File: config.mk
export PLATFORM = sky130hd
export DESIGN_NAME = tdm_mux
export DESIGN_NICKNAME = d
export VERILOG_FILES = /design/src/rtl/tdm_mux.sv
export SDC_FILE = /design/constraint.sdc
export NUM_CORES = 1
export LEC_CHECK = 0
export ABC_AREA = 1
export CELL_PAD_IN_SITES_DETAIL_PLACEMENT = 1
export CELL_PAD_IN_SITES_GLOBAL_PLACEMENT = 2
export CORE_ASPECT_RATIO = 1.5
export CORE_MARGIN = 4
export CORE_UTILIZATION = 30
export CTS_CLUSTER_SIZE = 12
export DETAILED_ROUTE_END_ITERATION = 16
export DONT_BUFFER_PORTS = 1
export PLACE_DENSITY_LB_ADDON = 0.08
export SLEW_MARGIN = 25
export SYNTH_ARGS = -nofsm -noshare
export SYNTH_HDL_FRONTEND = slang
export SYNTH_SLANG_ARGS = --single-unit
File: constraint.sdc
create_clock -name clk -period 2.5 [get_ports clk]
set_input_delay 0.625 -clock clk [delete_from_list [all_inputs] [get_ports clk]]
set_output_delay 0.625 -clock clk [all_outputs]
set_load 0.005 [all_outputs]
File: src/rtl/tdm_mux.sv
// -----------------------------------------------------------------------------
// tdm_mux
//
// Registered N-channel multiplexer with valid/ready on every input and on the
// output. Channel selection is either fixed (by sel) or round-robin across the
// channels that currently offer data. A single output register gives one cycle
// of latency and one word per cycle throughput.
//
// Configuration macro:
//   TDM_MUX_RR_EN  defined   -> round-robin logic and rr_ptr are built and
//                               mode selects fixed (0) / round-robin (1).
//                  undefined -> mode is ignored, block is always fixed-select,
//                               no rr_ptr register; port list is unchanged.
//
// Handshake: a word moves across an interface on a rising edge where both
// valid and ready are high. in_ready is at most one-hot, is never high for a
// channel whose in_valid is low, and does not depend on the data itself.
//
// Ports:
//   clk        in   sole clock, all state on rising edge
//   reset      in   synchronous active-high reset
//   in         in   CHANNELS*WIDTH flattened inputs, channel c at [c*WIDTH +: WIDTH]
//   in_valid   in   per-channel data valid
//   in_ready   out  per-channel accept (at most one bit high)
//   sel        in   channel index used in fixed mode
//   mode       in   0 = fixed select, 1 = round-robin
//   out        out  registered data
//   out_valid  out  out holds an untaken word
//   out_chan   out  source channel of out
//   out_ready  in   downstream accept
// -----------------------------------------------------------------------------
module tdm_mux #(
  parameter int WIDTH    = 32,
  parameter int CHANNELS = 4,
  localparam int SELW    = $clog2(CHANNELS)
) (
  input  logic                      clk,
  input  logic                      reset,
  input  logic [CHANNELS*WIDTH-1:0] in,
  input  logic [CHANNELS-1:0]       in_valid,
  output logic [CHANNELS-1:0]       in_ready,
  input  logic [SELW-1:0]           sel,
  input  logic                      mode,
  output logic [WIDTH-1:0]          out,
  output logic                      out_valid,
  output logic [SELW-1:0]           out_chan,
  input  logic                      out_ready
);

  logic             load;
  logic             fix_vld;
  logic             grant_vld;
  logic [SELW-1:0]  grant;
  logic [WIDTH-1:0] grant_data;

  // The output register can take a new word when it is empty or when its
  // current word leaves on this same edge (consume-and-refill).
  assign load = !out_valid || out_ready;

  // Fixed mode: compare sel against every real channel, so an out-of-range
  // sel (non-power-of-2 CHANNELS) simply matches nothing and never grants.
  always_comb begin
    fix_vld = 1'b0;
    for (int c = 0; c < CHANNELS; c++) begin
      if ((sel == SELW'(c)) && in_valid[c]) begin
        fix_vld = 1'b1;
      end
    end
  end

`ifdef TDM_MUX_RR_EN
  logic [SELW-1:0] rr_ptr;
  logic [SELW-1:0] rr_grant;
  logic            rr_vld;
  logic [SELW-1:0] rr_next;
  int              best_dist;
  int              dist;

  // Round-robin: among valid channels pick the one with the smallest forward
  // distance from rr_ptr (wrapping at CHANNELS). Distance-based so that
  // non-power-of-2 channel counts wrap correctly.
  always_comb begin
    rr_vld    = 1'b0;
    rr_grant  = '0;
    best_dist = CHANNELS;
    dist      = 0;
    for (int c = 0; c < CHANNELS; c++) begin
      if (c >= int'(rr_ptr)) begin
        dist = c - int'(rr_ptr);
      end else begin
        dist = c + CHANNELS - int'(rr_ptr);
      end
      if (in_valid[c] && (dist < best_dist)) begin
        best_dist = dist;
        rr_grant  = SELW'(c);
        rr_vld    = 1'b1;
      end
    end
  end

  always_comb begin
    if (grant == SELW'(CHANNELS - 1)) begin
      rr_next = '0;
    end else begin
      rr_next = grant + SELW'(1);
    end
  end

  // Pointer moves only on a round-robin transfer; fixed transfers and
  // stalls leave it alone.
  always_ff @(posedge clk) begin
    if (reset) begin
      rr_ptr <= '0;
    end else if (load && grant_vld && mode) begin
      rr_ptr <= rr_next;
    end
  end

  always_comb begin
    grant_vld = fix_vld;
    grant     = sel;
    if (mode) begin
      grant_vld = rr_vld;
      grant     = rr_grant;
    end
  end
`else
  // Without round-robin support mode has no effect.
  logic unused_mode;
  assign unused_mode = mode;

  always_comb begin
    grant_vld = fix_vld;
    grant     = sel;
  end
`endif

  // Data of the granted channel.
  always_comb begin
    grant_data = '0;
    for (int c = 0; c < CHANNELS; c++) begin
      if (grant == SELW'(c)) begin
        grant_data = in[c*WIDTH +: WIDTH];
      end
    end
  end

  // Accept is forced low while reset is asserted so no word is taken and lost.
  always_comb begin
    in_ready = '0;
    for (int c = 0; c < CHANNELS; c++) begin
      in_ready[c] = !reset && load && grant_vld && (grant == SELW'(c));
    end
  end

  // Output register. With load and no grant only out_valid drops; out and
  // out_chan keep the last word for visibility.
  always_ff @(posedge clk) begin
    if (reset) begin
      out       <= '0;
      out_valid <= 1'b0;
      out_chan  <= '0;
    end else if (load) begin
      if (grant_vld) begin
        out       <= grant_data;
        out_chan  <= grant;
        out_valid <= 1'b1;
      end else begin
        out_valid <= 1'b0;
      end
    end
  end

endmodule
======== Word-level counts from Yosys, hierarchy flattened ========
Cells that the tools add are included.
operators by class
  $add $sub $neg .......................... 0
  multiply operators ...................... 0
  div/mod/pow operators ................... 0
  order comparisons ....................... 0
  equal/unequal tests ..................... 3
  shifts and indexed selects .............. 0
  mux-type cells .......................... 9
  bitwise operators ....................... 0
  reduce and logical (&&, ||, !) cells .... 15
operators by type and width
  kind                                                                    count
  32-bit two-way mux                                                      4
  1-bit logical AND                                                       10
  1-bit two-way mux                                                       5
  2-bit equality test (second input constant)                             2
  2-bit by 1-bit equality test with 1-bit output (second input constant)  1
  1-bit logical NOT                                                       2
  2-bit logical NOT                                                       1
  2-bit AND reduction                                                     1
  1-bit logical OR                                                        1
storage, ports and cells
  bits in registers ....................... 35
  latch bits .............................. 0
  memory bits (writable) .................. 0
  memory bits (read-only) ................. 0
  output and inout bits ................... 39
  logic and storage cells ................. 30
  memories ................................ 0

======== Logic depth before layout (Yosys ltp) ========
Gate-level depths: netlist (run 1).
  depth in word-level cells ............... 8
  mapped depth ............................ 10

======== Worst setup path after synthesis (run 1) ========
Ideal clock, no wire load.
  path kind ............................... input -> output
  start ................................... input port sel[1]
  end ..................................... output port in_ready[0]
  arrival ................................. 1.499 ns
  data required time ...................... 1.875 ns
  slack ................................... 0.376 ns
  stages on the path ...................... 9
  path through ............................ buf_6 nor2_8 nand2_1 nand2_1 nor2_2 nor2_2 buf_4 nand2_1 nor2_1
between the ends
  longest elaborated chain between the ends .. 8
  elaborated cells between the ends (all ways) .. 14
  those cells by class .................... 3 x eq/ne; 4 x mux; 7 x reduce/logical
ends and longest elaborated chain
  item                             line     source
  start, declared                  42       input logic [SELW-1:0] sel,
  2-bit logical NOT                65, 152
  1-bit logical AND                65       if ((sel == SELW'(c)) && in_valid[c]) begin
  1-bit two-way mux (4 in series)  65
  1-bit logical AND                152      in_ready[c] = !reset && load && grant_vld && (grant == SELW'(c));
  1-bit logical AND *              152
  end, declared                    41       output logic [CHANNELS-1:0] in_ready,
Every way passes the cells marked *; elsewhere a longest branch is shown, timed or not.

======== Worst setup path after layout (run 1) ========
  start ................................... input port sel[1]
  end ..................................... output port in_ready[3]
between the ends
  longest elaborated chain between the ends .. 8
  elaborated cells between the ends (all ways) .. 14
  those cells by class .................... 3 x eq/ne; 4 x mux; 7 x reduce/logical
ends and longest elaborated chain
  item                             line
  2-bit logical NOT                65
  1-bit logical AND                65
  1-bit two-way mux (4 in series)  65
  1-bit logical AND                152
  1-bit logical AND *              152
Marks and branches as above.

==> results.cfg, run 1 <==
[setup_path]
critPathTopFamily = simple AND/OR/NAND/NOR gates
crit_required_ns = 1.88
reg2reg_from = out_valid
cp-end-kind = primary output
crit_fanout = 44
cp_num_buf_inv = 0
critPathMaxStageDelay_ns = 0.19
cp_data_arrival_time_ns = 1.38
r2r_slack_ns = 0.89
cp_cell_sequence = nor2_8 -> nand2_1 -> nand2_1 -> nor2_2 -> nor2_2 -> nand2_1 -> nor2_1
critical_path_class = in -> out
path_common_cell = nand2_1
cpMaxStageDelayCell = nor2_1
reg2reg_depth = 7
start_kind = primary input
rr_endpoint = out[20]

[placed_design]
port_buffers = 0
hpwlAfterDp_um = 7237
dp_slack_ns = 0.4715
globalplace.congestion = 0.7497

[timing]
slew_headroom = 0.3971
finalClockSkew_ns = 0.006683
fin_ws_ns = 0.4940
fin_tns_setup_ns = 0
hold_violations = 0
min_period_ns = 2.006
setup_viol = 0
worst_pin_slew_ns = 0.8984
finalMaxSlewViolations = 0
fmax_mhz = 498.5
rsz0062_at_grt = false
timing.final.crit_share = 0.8024

[global_routing]
grt_use_total = 0.1971
grt_pass1_vias = 2780
grt_pass1_wl_um = 14460
antenna_found_initial = 1
grt_max_degree = 47
gr-total-overflow = 0

[clock_network]
cts_buffers = 5
cts_resized = 0
cts_tree = yes
clk_latency_ns = 0.28
clock-sinks = 35
cts-root-buf = clkbuf_16
cts_setup_buffers = 0
htree_levels = 2
clkSlewWorstSetupHoldPaths_ns = 0.06
cts_hold_buffers = 0
clock_path_buffers = 2

[power]
powerDensity_nw_per_um2 = 612.1
ir_drop_mv = 0.2267
power_leakage_uw = 0.001197

[drt]
detail_route.wl_per_cell_um = 18.57
first_iter_violations = 90
drcViolationCount = 0
num_vias = 2646
drtAntennaViolNets = 0
wl_um = 9618
viasPerCell = 5.108
firstDrtPassIters = 4

[min_path]
hp-class = in -> reg
whs_endpoint = out_valid
holdCritStartpoint = reset
whs_path_depth = 1

[floorplanning]
initial_core_util = 0.3062
die_h_um = 118.7
core-area_um2 = 8008
std_cell_rows = 40
die_area_um2 = 9714
dieWidth_um = 81.82
io_pins = 177

[finish]
layout-drive-gt1-share = 0.1214
syn_to_final_growth_pct = 7.602
final_common_cell = nand2_1
nets = 549
layout_common_cells = nand2_1, nand3_1, nor2_1

[yosys]
ys_seq_elements = 35
synthCells = 424
seq_area_frac_synth = 0.2857
yosys_warnings = 0
synth_area_um2 = 2452
synth_fp_nets = 562
synth_area_per_cell_um2 = 5.784
ys_types = 19

[outcome]
outcome = completed

[flow_run]
max_cap_viol_count = 0
## cell usage after synthesis (all sizes together)
cell	n	share of area
nand2	122	0.19
nand3	83	0.17
nor2	78	0.13
dfxtp	35	0.29
o21ai	27	0.055
or2	26	0.066
buf	16	0.043
inv	16	0.024
clkbuf	13	0.020
nand4	6	0.015
a21oi	1	0.0020
clkinv	1	0.0015
## sequential cells by signal, indices dropped and copies added (netlist names)
name,flops
out_valid,1
out,32
out_chan,2
## worst max path at each step
stage / startpoint / to / slack [ns] / cells past startpoint
floorplan: sel[1] / in_ready[0] / 0.38 / 9
global placement: sel[1] / in_ready[3] / 0.49 / 7
detailed placement: sel[1] / in_ready[3] / 0.47 / 7
CTS: sel[1] / in_ready[3] / 0.47 / 7
global route: sel[1] / in_ready[3] / 0.36 / 7
finish: sel[1] / in_ready[3] / 0.49 / 7
## through the flow
stage               power [uW]  hold WS, ns  std cells    util  cell area (um2)
floorplan                962.4       0.4772        424       -             2452
finish                    1615       0.4024        518  0.3295             2639
global route              1728       0.3984        518  0.3295             2639
detailed placement        1036       0.5013        509  0.3117             2496
CTS                       1655       0.3928        517  0.3292             2636
global placement          1025       0.4991        509  0.3117             2496
## metal layers
metal  vias up  GRT usage  wire [um]  share of wire
li1       1330          -          -              -
met1      1210     0.1948       3297           0.34
met2        98     0.3674       5196           0.54
met3         8    0.07698        990           0.10
met4         0    0.05094        133          0.014
met5         -          0          0              0
## layout make-up
class | count | area (um2)
diodes | 1 | 2.502
clock buffers | 5 | 125.1
clock inverters | 3 | 15.01
fillers | 1090 | 5369
inverters | 17 | 63.81
multi-input cells | 343 | 1533
flip-flops and latches | 35 | 700.7
well taps | 105 | 131.4
repair buffers | 9 | 67.56
## where the power goes
part | total (uW) | internal, uW | switching (uW)
registers | 674 | 622 | 52.0
logic | 335 | 124 | 211
clock network | 606 | 364 | 242
## cells by family after synthesis
logic type             after synthesis  synth area share
buffers and inverters               46           0.08929
AOI/OAI and AO/OA                   28           0.05714
DFF                                 35            0.2857
and+or+nand+nor                    315            0.5679
No activity file was read; power rests on OpenSTA's default activity.
==> run 2: changes to the inputs <==
--- a/config.mk
+++ b/config.mk
@@ -10,7 +10,7 @@
 export CELL_PAD_IN_SITES_GLOBAL_PLACEMENT = 2
 export CORE_ASPECT_RATIO = 1.5
 export CORE_MARGIN = 4
-export CORE_UTILIZATION = 30
+export CORE_UTILIZATION = 26
 export CTS_CLUSTER_SIZE = 12
 export DETAILED_ROUTE_END_ITERATION = 16
 export DONT_BUFFER_PORTS = 1
==> constraint.sdc (replaced) <==
create_clock -name clk -period 1.7 [get_ports clk]
set_input_delay 0.425 -clock clk [delete_from_list [all_inputs] [get_ports clk]]
set_output_delay 0.425 -clock clk [all_outputs]
set_load 0.005 [all_outputs]
==> run 2 against run 1 <==
Register-to-register slack lost 0.48 ns. Largest power group is now clock. Critical path depth shrank 2. Critical endpoint is now in_ready[1]. Clock-buffer cell count grew 1.
==> results.cfg, run 2 (synthesis results as in run 1) <==
[timing]
timing.final.crit_share = 0.9279
hold_violations = 0
setup_viol = 0
finalMaxSlewViolations = 0
fmax_mhz = 633.9
finalClockSkew_ns = 0.005382
min_period_ns = 1.577
fin_tns_setup_ns = 0
worst_pin_slew_ns = 0.4017
rsz0062_at_grt = false
slew_headroom = 0.7322

[clock_network]
cts_hold_buffers = 0
clock-sinks = 35
clk_latency_ns = 0.28
cts_resized = 0
cts_buffers = 5
clock_path_buffers = 2
cts_setup_buffers = 0
cts-root-buf = clkbuf_16
cts_tree = yes
htree_levels = 2
clkSlewWorstSetupHoldPaths_ns = 0.06

[power]
power_leakage_uw = 0.001244
p_total_uw = 2609
powerDensity_nw_per_um2 = 948.4
ir_drop_mv = 0.3375

[finish]
final_common_cell = nand2_1
layout_common_cells = nand2_1, nand3_1, nor2_1
layout-drive-gt1-share = 0.1391
syn_to_final_growth_pct = 12.19
top_regs = out: 32 flops, out_chan: 2 flops, out_valid: 1 flops
num_antenna_cells = 0
fin_area_um2 = 2751
fillers = 1214
regMostFlops = out
largest_reg_flops = 32
nets = 554

[global_routing]
grt_use_total = 0.1743
grt_pass1_vias = 2808
antenna_found_initial = 0
grt_pass1_wl_um = 14900
grt_max_degree = 47
gr-total-overflow = 0

[placed_design]
globalplace.congestion = 0.7465
hpwlAfterDp_um = 7279
placed_area_um2 = 2575
port_buffers = 0

[floorplanning]
die_h_um = 126.9
io_pins = 177
core-area_um2 = 9254
die_area_um2 = 11080
dieWidth_um = 87.30
initial_core_util = 0.2650
std_cell_rows = 43

[setup_path]
start_kind = flop
cp-end-kind = primary output
cp_data_arrival_time_ns = 1.15
reg2reg_depth = 8
critical_path_class = reg -> out
crit_fanout = 4
crit_required_ns = 1.27
crit_start = out_valid
reg2reg_from = out_valid

[outcome]
outcome = completed

[drt]
viasPerCell = 5.091
wl_um = 9668
num_vias = 2693
firstDrtPassIters = 4
drcViolationCount = 0
detail_route.wl_per_cell_um = 18.28
drtAntennaViolNets = 0
first_iter_violations = 54

[min_path]
holdCritStartpoint = reset
whs_path_depth = 1
hp-class = in -> reg

[flow_run]
max_cap_viol_count = 0
==> run 2: cell types whose count changed in the layout (fill, tap and decap cells not counted), sizes merged <==
cell | before | now
clkbuf | 5 | 6
buf | 9 | 14
clkinv | 4 | 2
bufinv | 0 | 1
diode | 1 | 0
==> run 2: per-stage QoR <==
step / setup WS, ns / instances / util / hold slack (ns)
after global placement: 0.1523 / 521 / 0.2783 / 0.4992
after detailed placement: 0.1454 / 521 / 0.2783 / 0.4976
after global routing: 0.02891 / 529 / 0.2973 / 0.1843
final: 0.1226 / 529 / 0.2973 / 0.2025
after CTS: 0.01502 / 529 / 0.2971 / 0.1927
after floorplan: 0.005812 / 424 / - / 0.4771
==> run 2: area by class of cell <==
cell class,instances,area [um2],area share
Clock buffer,6,138.9,0.05048
Clock inverter,2,35.03,0.01273
Inverter,17,66.31,0.02410
Multi-Input combinational cell,343,1540,0.5598
Sequential cell,35,700.7,0.2547
Tap cell,112,140.1,0.05093
Timing Repair Buffer,14,130.1,0.04729
==> run 2: power by group <==
| part | internal, uW | switching [uW] | total (uW) |
|---|---|---|---|
| registers | 915 | 76.1 | 991 |
| logic | 204 | 319 | 523 |
| clock network | 729 | 365 | 1090 |
==> run 2: worst paths after layout <==
kind | end | slack [ns]
worst min register to register | out[19] | 0.50
worst min-delay path | out_valid | 0.20
worst max register to register | out[28] | 0.41
worst max-delay path | in_ready[1] | 0.12
==> run 2: layer usage <==
layer / GRT usage / routed length (um) / vias to the layer above
li1: - / - / 1339
met1: 0.1875 / 3597 / 1230
met2: 0.3139 / 4879 / 118
met3: 0.06433 / 1079 / 6
met4: 0.04607 / 111 / 0
met5: 0 / 0 / -
==> run 2: critical path, cell delays in order (launching register included) <==
cell	delay [ns]
dfxtp_1	0.34
inv_1	0.07
nor2_2	0.05
nor2_2	0.14
nand2_2	0.10
nor2_1	0.17
==> run 3: changes to the inputs <==
--- a/config.mk
+++ b/config.mk
@@ -8,7 +8,6 @@
 export ABC_AREA = 1
 export CELL_PAD_IN_SITES_DETAIL_PLACEMENT = 1
 export CELL_PAD_IN_SITES_GLOBAL_PLACEMENT = 2
-export CORE_ASPECT_RATIO = 1.5
 export CORE_MARGIN = 4
 export CORE_UTILIZATION = 26
 export CTS_CLUSTER_SIZE = 12
==> run 3 against run 2 <==
Sequential share of layout area rose by 1.0 points. Sequential power barely moved. Sequential cell count did not move. Power fell by 19%. Global-route usage fell by 0.32 points. Clock-buffer cell count did not move. First-iteration DRC count rose by 120%. Via count fell by 0.52%. Die area fell by 0.28%. Core utilization fell by 0.96 points. Largest power group is now registers. Clock power fell by 44%. Critical path type unchanged.
==> results.cfg, run 3 (synthesis results as in run 1) <==
[power]
p_int_uw = 1399
p_comb_frac = 0.241
ir_drop_mv = 0.2882
switching_share = 0.3378
power_leakage_uw = 0.001192
powerDensity_nw_per_um2 = 798.3
pwr-share-clk = 0.290
switchingPower_uw = 713.7
seq_power_share = 0.470

[setup_path]
path_common_cell = nor2_1
cp-end-kind = primary output
crit_required_ns = 1.27
reg2reg_depth = 8
rr_endpoint = out[11]
reg2reg_from = out_valid
r2r_slack_ns = 0.45
critPathMaxStageDelay_ns = 0.37
cpMaxStageDelayCell = dfxtp_1
critical_path_class = reg -> out
crit_fanout = 4
cp_data_arrival_time_ns = 1.14
cp_cell_sequence = inv_1 -> nor2_1 -> nor2_2 -> nand2_2 -> nor2_1
start_kind = flop

[min_path]
holdCritStartpoint = reset
whs_endpoint = out_valid
whs_path_depth = 1
hp-class = in -> reg

[finish]
layout-drive-gt1-share = 0.1343
top_regs = out: 32 flops, out_chan: 2 flops, out_valid: 1 flops
syn_to_final_growth_pct = 7.908
final_common_cell = nand2_1
fillers = 1226
regMostFlops = out
num_antenna_cells = 0
post_layout_nonfiller_instances = 528
layout_common_cells = nand2_1, nand3_1, nor2_1
nets = 554
largest_reg_flops = 32

[global_routing]
grt_use_total = 0.1712
gr-total-overflow = 0
grt_pass1_wl_um = 15040
grt_max_degree = 47
antenna_found_initial = 0
grt_pass1_vias = 2781

[timing]
fmax_mhz = 638.2
min_period_ns = 1.567
fin_tns_setup_ns = 0
finalMaxSlewViolations = 0
fin_ws_ns = 0.1331
rsz0062_at_grt = false
slew_headroom = 0.7389
finalClockSkew_ns = 0.003988
hold_violations = 0
timing.final.crit_share = 0.9217
worst_pin_slew_ns = 0.3916
setup_viol = 0

[drt]
first_iter_violations = 120
drtAntennaViolNets = 0
drcViolationCount = 0
num_vias = 2679
viasPerCell = 5.074
detail_route.wl_per_cell_um = 18.14
wl_um = 9577
firstDrtPassIters = 4

[clock_network]
clock-sinks = 35
cts_setup_buffers = 0
cts_resized = 0
clock_path_buffers = 2
clkSlewWorstSetupHoldPaths_ns = 0.07
cts_tree = yes
htree_levels = 2
clk_latency_ns = 0.29
cts-root-buf = clkbuf_8
cts_hold_buffers = 0
cts_buffers = 5

[flow_run]
max_cap_viol_count = 0

[floorplanning]
dieWidth_um = 105.1
std_cell_rows = 35
initial_core_util = 0.2667
io_pins = 177
core-area_um2 = 9196
die_h_um = 105.1
die_area_um2 = 11050

[placed_design]
hpwlAfterDp_um = 7016
globalplace.congestion = 0.7086
port_buffers = 0
dp.cells = 520
dp_slack_ns = 0.1405

[outcome]
outcome = completed
## run 3: changes by cell type in the layout (fill, tap and decap cells not counted)
cell / change
clkbuf_1: +1
buf_4: +1
nor2_1: +1
bufinv_16: -1
clkbuf_8: +4
nor2_2: -1
clkinvlp_4: +1
buf_12: -1
clkbuf_16: -5
## run 3: power groups by stage
stage	clock network, uW	registers (uW)	logic (uW)
floorplan	0	984	435
global placement	0	1010	513
detailed placement	0	1020	524
CTS	646	998	526
global route	682	1010	598
finish	612	992	509
## run 3: metrics by stage
stage / hold WS (ns) / utilization / cell area [um2] / total power, uW
2_1_floorplan: 0.4771 / - / 2464 / 1420
3_3_place_gp: 0.4949 / 0.2785 / 2561 / 1528
3_5_place_dp: 0.5007 / 0.2785 / 2561 / 1542
4_1_cts: 0.1920 / 0.2878 / 2646 / 2170
5_1_grt: 0.1911 / 0.2878 / 2646 / 2288
6_report: 0.2016 / 0.2878 / 2646 / 2113
## run 3: worst max-delay path: cells and delay by family (launching register included)
kind | cells | cell delay, ns
DFF | 1 | 0.37
and+or+nand+nor | 4 | 0.43
buffers and inverters | 1 | 0.05
## run 3: worst max-delay path by stage
stage / cells past startpoint / slack [ns] / from / endpoint
2_1_floorplan: 9 / 0.006 / sel[1] / in_ready[0]
3_3_place_gp: 7 / 0.15 / sel[1] / in_ready[0]
3_5_place_dp: 7 / 0.14 / sel[1] / in_ready[0]
4_1_cts: 5 / 0.09 / out_valid / in_ready[0]
5_1_grt: 5 / 0.06 / out_valid / in_ready[1]
6_report: 5 / 0.13 / out_valid / in_ready[0]
## run 3: per-layer routing
metal / GRT usage / wire length (um) / vias to the layer above
met5: 0 / 0 / -
met2: 0.3052 / 4742 / 100
met3: 0.06238 / 813 / 8
li1: - / - / 1339
met4: 0.04124 / 109 / 0
met1: 0.1930 / 3912 / 1232
## run 3: layout make-up
cell class	instances	area (um2)	share of cell area
inverter	17	66.31	0.02506
tap	111	138.9	0.05248
clock buffer	6	72.57	0.02742
timing repair buffer	14	117.6	0.04444
multi-input combinational	343	1538	0.5811
clock inverter	2	12.51	0.004728
sequential	35	700.7	0.2648
